$ cat config.mk
export PLATFORM = sky130hd
export DESIGN_NAME = instr_sequencer
export DESIGN_NICKNAME = d
export VERILOG_FILES = /design/src/rtl/instr_seq_pkg.sv /design/src/rtl/instr_fifo.sv /design/src/rtl/instr_sequencer.sv
export SDC_FILE = /design/constraint.sdc
export NUM_CORES = 1
export LEC_CHECK = 0
export ABC_AREA = 1
export CAP_MARGIN = 20
export CORE_UTILIZATION = 53
export DETAILED_ROUTE_END_ITERATION = 10
export HOLD_SLACK_MARGIN = 0.06
export PLACE_DENSITY = 0.75
export SLEW_MARGIN = 0
export SYNTH_ARGS = -nofsm -noshare
export SYNTH_HDL_FRONTEND = slang
export SYNTH_HIERARCHICAL = 1
export SYNTH_SLANG_ARGS = --single-unit
$ cat constraint.sdc
create_clock -name clock -period 2.7 [get_ports clock]
set_clock_uncertainty 0.15 [all_clocks]
set_input_delay 0.81 -clock clock [delete_from_list [all_inputs] [get_ports clock]]
set_output_delay 0.81 -clock clock [all_outputs]
set_load 0.1 [all_outputs]
$ cat src/rtl/instr_seq_pkg.sv
// rtl/instr_seq_pkg.sv - shared instruction format, opcodes and FSM encoding for instr_sequencer
package instr_seq_pkg;

    localparam int INSTR_W = 13;
    localparam int OP_MSB  = 12;
    localparam int OP_LSB  = 11;

    localparam logic [1:0] OP_STORE = 2'b00;
    localparam logic [1:0] OP_LOAD  = 2'b01;
    localparam logic [1:0] OP_ADD   = 2'b10;
    localparam logic [1:0] OP_MUL   = 2'b11;

    typedef enum logic [1:0] {
        ST_IDLE  = 2'd0,
        ST_ISSUE = 2'd1,
        ST_HOLD  = 2'd2,
        ST_DONE  = 2'd3
    } state_t;

    function automatic logic [1:0] instr_op(input logic [INSTR_W-1:0] instr);
        return instr[OP_MSB:OP_LSB];
    endfunction

endpackage

$ cat src/rtl/instr_fifo.sv
// rtl/instr_fifo.sv - DEPTH x W synchronous program FIFO with occupancy count
module instr_fifo #(
    parameter int DEPTH = 8,
    parameter int W     = 13
) (
    input  logic                     clock,
    input  logic                     reset,
    input  logic                     push,
    input  logic                     pop,
    input  logic [W-1:0]             wr_data,
    output logic [W-1:0]             rd_data,
    output logic                     full,
    output logic                     empty,
    output logic [$clog2(DEPTH):0]   level
);

    localparam int AW = $clog2(DEPTH);
    localparam int LW = AW + 1;

    logic [W-1:0]  mem_q [DEPTH];
    logic [AW-1:0] wr_ptr_q, wr_ptr_d;
    logic [AW-1:0] rd_ptr_q, rd_ptr_d;
    logic [LW-1:0] level_q, level_d;
    logic          push_ok, pop_ok;

    assign full    = (level_q == LW'(DEPTH));
    assign empty   = (level_q == '0);
    assign rd_data = mem_q[rd_ptr_q];
    assign level   = level_q;

    // Pointers wrap naturally because DEPTH is a power of two.
    always_comb begin
        push_ok  = push && !full;
        pop_ok   = pop && !empty;
        wr_ptr_d = push_ok ? wr_ptr_q + AW'(1) : wr_ptr_q;
        rd_ptr_d = pop_ok ? rd_ptr_q + AW'(1) : rd_ptr_q;
        level_d  = level_q;
        case ({push_ok, pop_ok})
            2'b10:   level_d = level_q + LW'(1);
            2'b01:   level_d = level_q - LW'(1);
            default: level_d = level_q;
        endcase
    end

    always_ff @(posedge clock or posedge reset) begin
        if (reset) begin
            wr_ptr_q <= '0;
            rd_ptr_q <= '0;
            level_q  <= '0;
        end else begin
            wr_ptr_q <= wr_ptr_d;
            rd_ptr_q <= rd_ptr_d;
            level_q  <= level_d;
        end
    end

    always_ff @(posedge clock) begin
        if (push_ok) begin
            mem_q[wr_ptr_q] <= wr_data;
        end
    end

endmodule

$ cat src/rtl/instr_sequencer.sv
// rtl/instr_sequencer.sv - buffers a host program and issues each instruction for a per-opcode hold time
module instr_sequencer
    import instr_seq_pkg::*;
#(
    parameter int DEPTH    = 8,
    parameter int HOLD_MEM = 4,
    parameter int HOLD_ADD = 4,
    parameter int HOLD_MUL = 4
) (
    input  logic                     clock,
    input  logic                     reset,
    input  logic                     in_valid,
    input  logic [INSTR_W-1:0]       in_instr,
    output logic                     in_ready,
    input  logic                     start,
    output logic [INSTR_W-1:0]       instruction_Register,
    output logic                     issue_valid,
    output logic                     issue_first,
    output logic                     busy,
    output logic                     done,
    output logic [$clog2(DEPTH):0]   level
);

    localparam int HOLD_MAX_A = (HOLD_MEM > HOLD_ADD) ? HOLD_MEM : HOLD_ADD;
    localparam int HOLD_MAX   = (HOLD_MAX_A > HOLD_MUL) ? HOLD_MAX_A : HOLD_MUL;
    localparam int CNT_W      = (HOLD_MAX > 1) ? $clog2(HOLD_MAX) : 1;

    state_t               state_q, state_d;
    logic [CNT_W-1:0]     cnt_q, cnt_d;
    logic [INSTR_W-1:0]   instr_q, instr_d;
    logic                 valid_q, valid_d;
    logic                 first_q, first_d;
    logic                 done_q, done_d;
    logic                 pop;
    logic                 advance;
    logic                 fifo_full, fifo_empty;
    logic [INSTR_W-1:0]   head;

    // Counter is loaded with hold-1 because the ISSUE cycle itself counts as the first held cycle.
    function automatic logic [CNT_W-1:0] hold_load(input logic [1:0] op);
        case (op)
            OP_STORE: hold_load = CNT_W'(HOLD_MEM - 1);
            OP_LOAD:  hold_load = CNT_W'(HOLD_MEM - 1);
            OP_ADD:   hold_load = CNT_W'(HOLD_ADD - 1);
            OP_MUL:   hold_load = CNT_W'(HOLD_MUL - 1);
            default:  hold_load = '0;
        endcase
    endfunction

    instr_fifo #(
        .DEPTH (DEPTH),
        .W     (INSTR_W)
    ) u_fifo (
        .clock   (clock),
        .reset   (reset),
        .push    (in_valid),
        .pop     (pop),
        .wr_data (in_instr),
        .rd_data (head),
        .full    (fifo_full),
        .empty   (fifo_empty),
        .level   (level)
    );

    assign in_ready             = !fifo_full;
    assign instruction_Register = instr_q;
    assign issue_valid          = valid_q;
    assign issue_first          = first_q;
    assign done                 = done_q;
    assign busy                 = (state_q != ST_IDLE);

    always_comb begin
        state_d = state_q;
        cnt_d   = cnt_q;
        instr_d = instr_q;
        valid_d = valid_q;
        first_d = 1'b0;
        done_d  = 1'b0;
        pop     = 1'b0;
        advance = 1'b0;
        case (state_q)
            ST_IDLE: advance = start;
            ST_ISSUE, ST_HOLD: begin
                if (cnt_q == '0) begin
                    advance = 1'b1;
                end else begin
                    cnt_d   = cnt_q - CNT_W'(1);
                    state_d = ST_HOLD;
                end
            end
            ST_DONE: state_d = ST_IDLE;
            default: state_d = ST_IDLE;
        endcase
        // Outputs are registered on the transition, so the next instruction is visible back-to-back.
        if (advance) begin
            if (!fifo_empty) begin
                pop     = 1'b1;
                instr_d = head;
                valid_d = 1'b1;
                first_d = 1'b1;
                cnt_d   = hold_load(instr_op(head));
                state_d = ST_ISSUE;
            end else begin
                valid_d = 1'b0;
                done_d  = 1'b1;
                state_d = ST_DONE;
            end
        end
    end

    always_ff @(posedge clock or posedge reset) begin
        if (reset) begin
            state_q <= ST_IDLE;
            cnt_q   <= '0;
            instr_q <= '0;
            valid_q <= 1'b0;
            first_q <= 1'b0;
            done_q  <= 1'b0;
        end else begin
            state_q <= state_d;
            cnt_q   <= cnt_d;
            instr_q <= instr_d;
            valid_q <= valid_d;
            first_q <= first_d;
            done_q  <= done_d;
        end
    end

endmodule

# Word-level counts from Yosys, hierarchy flattened
# Memories as Yosys holds them, arrays and structs flattened.
# Cells that the tools add are included.
[totals]
wordCells = 59
ramBits = 104
in_bits = 17
n_memories = 1
reg_bits = 30
out_inout_bits = 22
[memory_table]
columns = ["name", "depth", "word_bits", "rd", "rd_clocked_by_memory_dff", "wr", "line", "source"]
rows = [
  ["u_fifo.mem_q", 8, 13, 1, 0, 1, "instr_fifo.sv:20", "logic [W-1:0] mem_q [DEPTH];"],
]
[op_classes]
reduce_logical = 15
n_mux = 18
addsub = 5
bitwise_logic = 1
n_eq_ne = 10
[op_table]
columns = ["op", "n"]
rows = [
  ["2-bit 2-to-1 mux", 8],
  ["2-bit == test (second input constant)", 5],
  ["4-bit one-hot mux with 2 select lines", 1],
  ["1-bit 2-to-1 mux", 7],
  ["3-bit by 1-bit adder with 3-bit output (second input constant)", 2],
  ["2-bit by 1-bit == test with 1-bit output (second input constant)", 3],
  ["2-bit logical NOT", 3],
  ["4-bit by 1-bit adder with 4-bit output (second input constant)", 1],
  ["4-bit == test (second input constant)", 1],
  ["4-bit logical NOT", 1],
  ["2-bit one-hot mux with 2 select lines", 1],
  ["2-bit AND reduction", 2],
  ["2-bit nonzero test", 2],
  ["4-bit OR reduction", 1],
  ["4-bit by 1-bit subtractor with 4-bit output (second input constant)", 1],
  ["3-bit != test (second input constant)", 1],
  ["3-bit nonzero test", 1],
  ["1-bit logical AND", 2],
  ["1-bit logical NOT", 2],
  ["1-bit one-hot mux with 2 select lines", 1],
  ["2-bit OR reduction", 1],
  ["2-bit by 1-bit subtractor with 2-bit output (second input constant)", 1],
  ["1-bit inverter", 1],
]

# Depth between registers and ports, before layout
[depth]
word_depth = 7
mapped_depth = 17
mapped_depth_nobuf = 16

# By module
# Netlist, hierarchy kept.
[modules_own_cells]
columns = ["mod", "cells_each", "area_each_um2", "n_inst", "seq_area_each_um2"]
rows = [
  ["instr_fifo", 532, 5170.0, 1, 3373.2],
  ["instr_sequencer", 99, 903.4, 1, 500.5],
]

# Worst setup path before layout
# Ideal clock, no wire load.
[synth_timing]
kind = "register to register"
from = "register u_fifo.level_q[2], in the netlist u_fifo/level[2]"
to = "register u_fifo.level_q[3], in the netlist u_fifo/level[3]"
synth_period_minus_slack_ns = 3.122
path_stages_with_launch = 17
path_buffers = 1
setup_time_ns = 0.120
required_ns = 2.430
arrival_ns = 2.852
slack_ns = -0.422
cell_sequence = "dfrtp_1 inv_1 nand3_1 inv_1 inv_1 nand3_4 buf_6 inv_1 nand2_1 inv_1 ha_1 ha_1 or2_2 nand2_1 nand2_1 nand3_1 nand2_1"
[synth_between]
elab_chain_len = 6
elab_cells_between_ends = 14
cone_classes = "add/sub (2); eq/ne (3); mux (3); reduce/logical (6)"
[synth_lines]
columns = ["element", "line", "source"]
rows = [
  ["start: declaration", "instr_fifo.sv:23", "logic [LW-1:0] level_q, level_d;"],
  ["start signal: assignment", "instr_fifo.sv:53", "level_q <= level_d;"],
  ["4-bit logical NOT *", "instr_fifo.sv:27", "assign empty = (level_q == '0);"],
  ["named net fifo_empty", "instr_sequencer.sv:36", "logic fifo_full, fifo_empty;"],
  ["1-bit 2-to-1 mux * (2 in series)", "--", ""],
  ["named net first_d", "instr_sequencer.sv:32", "logic first_q, first_d;"],
  ["1-bit logical AND *", "instr_fifo.sv:34", "pop_ok = pop && !empty;"],
  ["named net u_fifo.pop_ok", "instr_fifo.sv:24", "logic push_ok, pop_ok;"],
  ["2-bit by 1-bit == test with 1-bit output / 2-bit == test (equally long branches)", "instr_fifo.sv:38", "case ({push_ok, pop_ok})"],
  ["4-bit one-hot mux with 2 select lines / 2-bit nonzero test (equally long branches)", "--", ""],
]
# Mark *: on every way through the listed nets, which the timed path passes. The rest lies on a longest branch.
# A chain may end at the register's enable or synchronous reset.

# Worst setup path after layout
[layout_timing]
from = "input start"
to = "register u_fifo.level_q[3], in the netlist u_fifo/level[3]"
[layout_between]
elab_chain_len = 5
elab_cells_between_ends = 7
cone_classes = "eq/ne (2); mux (3); reduce/logical (2)"
[layout_lines]
columns = ["element", "line", "source"]
rows = [
  ["start: declaration", "instr_sequencer.sv:15", "input logic start,"],
  ["1-bit one-hot mux with 2 select lines *", "instr_sequencer.sv:81", "case (state_q)"],
  ["1-bit 2-to-1 mux *", "--", ""],
  ["named net first_d", "instr_sequencer.sv:32", ""],
  ["1-bit logical AND *", "instr_fifo.sv:34", ""],
  ["named net u_fifo.pop_ok", "instr_fifo.sv:24", ""],
  ["2-bit by 1-bit == test with 1-bit output / 2-bit == test (equally long branches)", "instr_fifo.sv:38", ""],
  ["4-bit one-hot mux with 2 select lines / 2-bit nonzero test (equally long branches)", "--", ""],
]
# Marked as above.

==> results.toml <==
[place]
io_buffers = 38
gp_congestion = 0.789
post_dp_cell_area_um2 = 6680
dp_hpwl_um = 7360
post-place-ws_ns = -0.269

[sta]
fin_hold_ws_ns = 0.319
setup_viol = 0
post-route-min-period_ns = 2.56
grt_setup_unrepaired = "no"
period_share_pct = 95.0
drv_slew = 0
fmax_mhz = 390
worst_slack_ns = 0.136
hold_viol = 0
worst_pin_slew_ns = 0.616
relSlewSlack_pct = 58.9

[critical_path]
critPathMaxStageDelay_ns = 0.45
crit_cells = 14
rr_startpoint = "state_q[0]$_DFFE_PP0P_"
critPathMaxFanout = 4
worstPathArrival_ns = 2.71
cp.required_ns = 2.85
worstSetupStartpoint = "start"
critPathLaunchType = "input port"
critical_path.endpoint = "u_fifo/level[3]$_DFFE_PP0P_"
critPathKind = "input port to flop"
crit_buf_inv = 3
critPathTopFamily = "simple AND/OR/NAND/NOR gates"
crit_path_end_kind = "flop"
crit_slowest_cell = "clkdlybuf4s50_1"
ff2ff_path_depth = 15
crit_top_cell = "nand2_1"
r2r-end = "u_fifo/level[3]$_DFFE_PP0P_"
path_cells = "clkdlybuf4s50_1, nand2_1, nand2_4, nand3_4, inv_1, nand2_2, inv_1, ha_4, ha_1, or2_2, nand2_1, nand2_1, nand3_1, nand2_1"
r2r_slack_ns = 0.19

[global_routing]
grt_max_degree = 107
grt.total_usage_pct = 21.9
grt_pass1_wl_um = 19000
grt_pass1_vias = 4059
grt_antenna_before_repair = 0
overflow = 0

[drt]
wl_per_cell_um = 14.3
viasPerCell = 4.97
dr.pass1.iters = 5
drtIter0Drc = 270
wl_um = 11900
detail-route-antenna-nets = 0
route.vias.total = 4165
drc_errors = 0

[pwr]
power_frac_seq_pct = 31.6
power_switching_mw = 4.11
p_leak_nw = 3.29
combinationalPowerShare_pct = 45.8
power_mw = 9.43
power.share.switching_pct = 43.6
peakVddDrop_v = 0.00130
internal_power_mw = 5.32
clock_power_share_pct = 22.6
p_per_area_nw_per_um2 = 1300

[clock_network]
clkSinkCount = 134
cts_buffer_depth = 2
numCtsBuffers = 17
cts.clk_slew.worst_paths_ns = 0.05
insertion_delay_ns = 0.41
cts_tree = "done"
h-tree-depth = 4
root_buffer = "clkbuf_16"

[floorplanning]
ios = 39
die_h_um = 109
core_area_um2 = 11000
rows = 38
dieArea_um2 = 11900
start_util_pct = 55.3
die_w_um = 109

[final_layout]
layout_commonest_cell = "nand2_1"
antenna-diode-count = 0
final_util_pct = 65.9
area.growth.synth_to_final_pct = 19.3
fillCellCount = 821
final_cell_mix = "nand2_1 (230), nor2_1 (106), edfxtp_1 (104)"
design_area_um2 = 7240
drive_gt1_share_pct = 13.8
final_nets = 711

[outcome]
run_status = "finished, final reports clean"

[synthesis]
syn_area_um2 = 6070
synth_cell_types = 25
synthFlopType = "edfxtp_1"
syn_nets = 657
synthCells = 631
yosys_warnings = 6
ys_ff_latch = 134
synth-edff-count = 104
avgSynthCellArea_um2 = 9.62
async_flop_share_pct = 22.4
ys_seq_area_share_pct = 63.8

[job]
max_cap_violations = 0

[min_path]
hold_path_class = "flop to flop"
## power groups by stage
stage               registers (mW)  logic (mW)  clock network, mW
floorplan                     3.94        2.36                  0
global placement              2.99        4.14                  0
detailed placement            3.02        4.26                  0
CTS                           2.98        4.30               2.15
global route                  3.02        4.76               2.24
finish                        2.98        4.32               2.13
## through the flow
step / std cells / setup TNS [ns]
detailed placement: 806 / -0.673
CTS: 838 / 0
global route: 838 / 0
global placement: 806 / -0.530
finish: 838 / 0
floorplan: 631 / 0
## layer usage
metal / vias up / global-route usage, % / routed length, um
met2: 108 / 38.8 / 6130
li1: 2079 / - / -
met1: 1954 / 25.7 / 5030
met3: 24 / 4.36 / 522
met5: - / 0 / 0
met4: 0 / 9.85 / 260
## cells in the mapped netlist, types with 4 or more instances
| master | instances | area [um2] |
|---|---|---|
| buf_2 | 5 | 25.0 |
| nand3_1 | 7 | 35.0 |
| nand4_1 | 13 | 81.3 |
| xnor2_1 | 4 | 35.0 |
| buf_4 | 7 | 52.6 |
| nor2_1 | 106 | 398 |
| dfrtp_1 | 30 | 751 |
| inv_1 | 76 | 285 |
| o21ai_0 | 5 | 25.0 |
| buf_6 | 11 | 124 |
| ha_1 | 8 | 100 |
| nor3_1 | 8 | 40.0 |
| edfxtp_1 | 104 | 3120 |
| nand2_1 | 231 | 867 |
## layout make-up
class                           count  area [um2]  share of cell area [%]
Clock buffer                       21         440                    6.08
Inverter                           78         295                    4.08
Clock inverter                     11         109                    1.50
Multi-Input combinational cell    394        1760                    24.2
Timing Repair Buffer               60         578                    7.98
Tap cell                          140         175                    2.42
Sequential cell                   134        3890                    53.7
## worst reg2reg max path, stage by stage (launching register included)
cell and delay, ns:
dfrtp_1 0.39, inv_1 0.07, ha_1 0.32, nand2_2 0.12, nand2_4 0.07, nand3_4 0.08
inv_1 0.06, nand2_2 0.07, inv_1 0.08, ha_4 0.19, ha_1 0.29, or2_2 0.30
nand2_1 0.07, nand2_1 0.05, nand3_1 0.06, nand2_1 0.05
## worst min-delay path by stage
stage / start / endpoint / slack, ns / depth (start not counted)
6_report: instruction_Register[8]$_DFFE_PP0P_ / instruction_Register[8]$_DFFE_PP0P_ / 0.32 / 2
3_3_place_gp: instruction_Register[8]$_DFFE_PP0P_ / instruction_Register[8]$_DFFE_PP0P_ / 0.30 / 2
4_1_cts: instruction_Register[8]$_DFFE_PP0P_ / instruction_Register[8]$_DFFE_PP0P_ / 0.32 / 2
3_5_place_dp: instruction_Register[8]$_DFFE_PP0P_ / instruction_Register[8]$_DFFE_PP0P_ / 0.31 / 2
5_1_grt: instruction_Register[4]$_DFFE_PP0P_ / instruction_Register[4]$_DFFE_PP0P_ / 0.35 / 2
2_1_floorplan: cnt_q[1]$_DFF_PP0_ / cnt_q[0]$_DFF_PP0_ / 0.35 / 2
## sequential cells by signal, indices dropped and copies added, names as in the netlist
name	cells
u_fifo/mem_q	104
instruction_Register	13
u_fifo/level	4
u_fifo/rd_ptr_q	3
u_fifo/wr_ptr_q	3
cnt_q	2
state_q	2
done	1
issue_first	1
issue_valid	1
## what timing repair did
action                                  4_1_cts  5_1_grt
setup buffers                                 0        0
resized for setup                             0        1
endpoints found under the setup margin        0        1
hold buffers                                  0        0
endpoints found under the hold margin         0        0
## cells by family after synthesis
group / Yosys count / synth area share [%]
compound gates: 5 / 0.412
xor+xnor: 6 / 0.865
fa+ha+maj: 9 / 1.98
buf+inv: 103 / 8.30
flops: 134 / 63.8
simple gates: 374 / 24.7
Power figures use the tool's default switching activity.
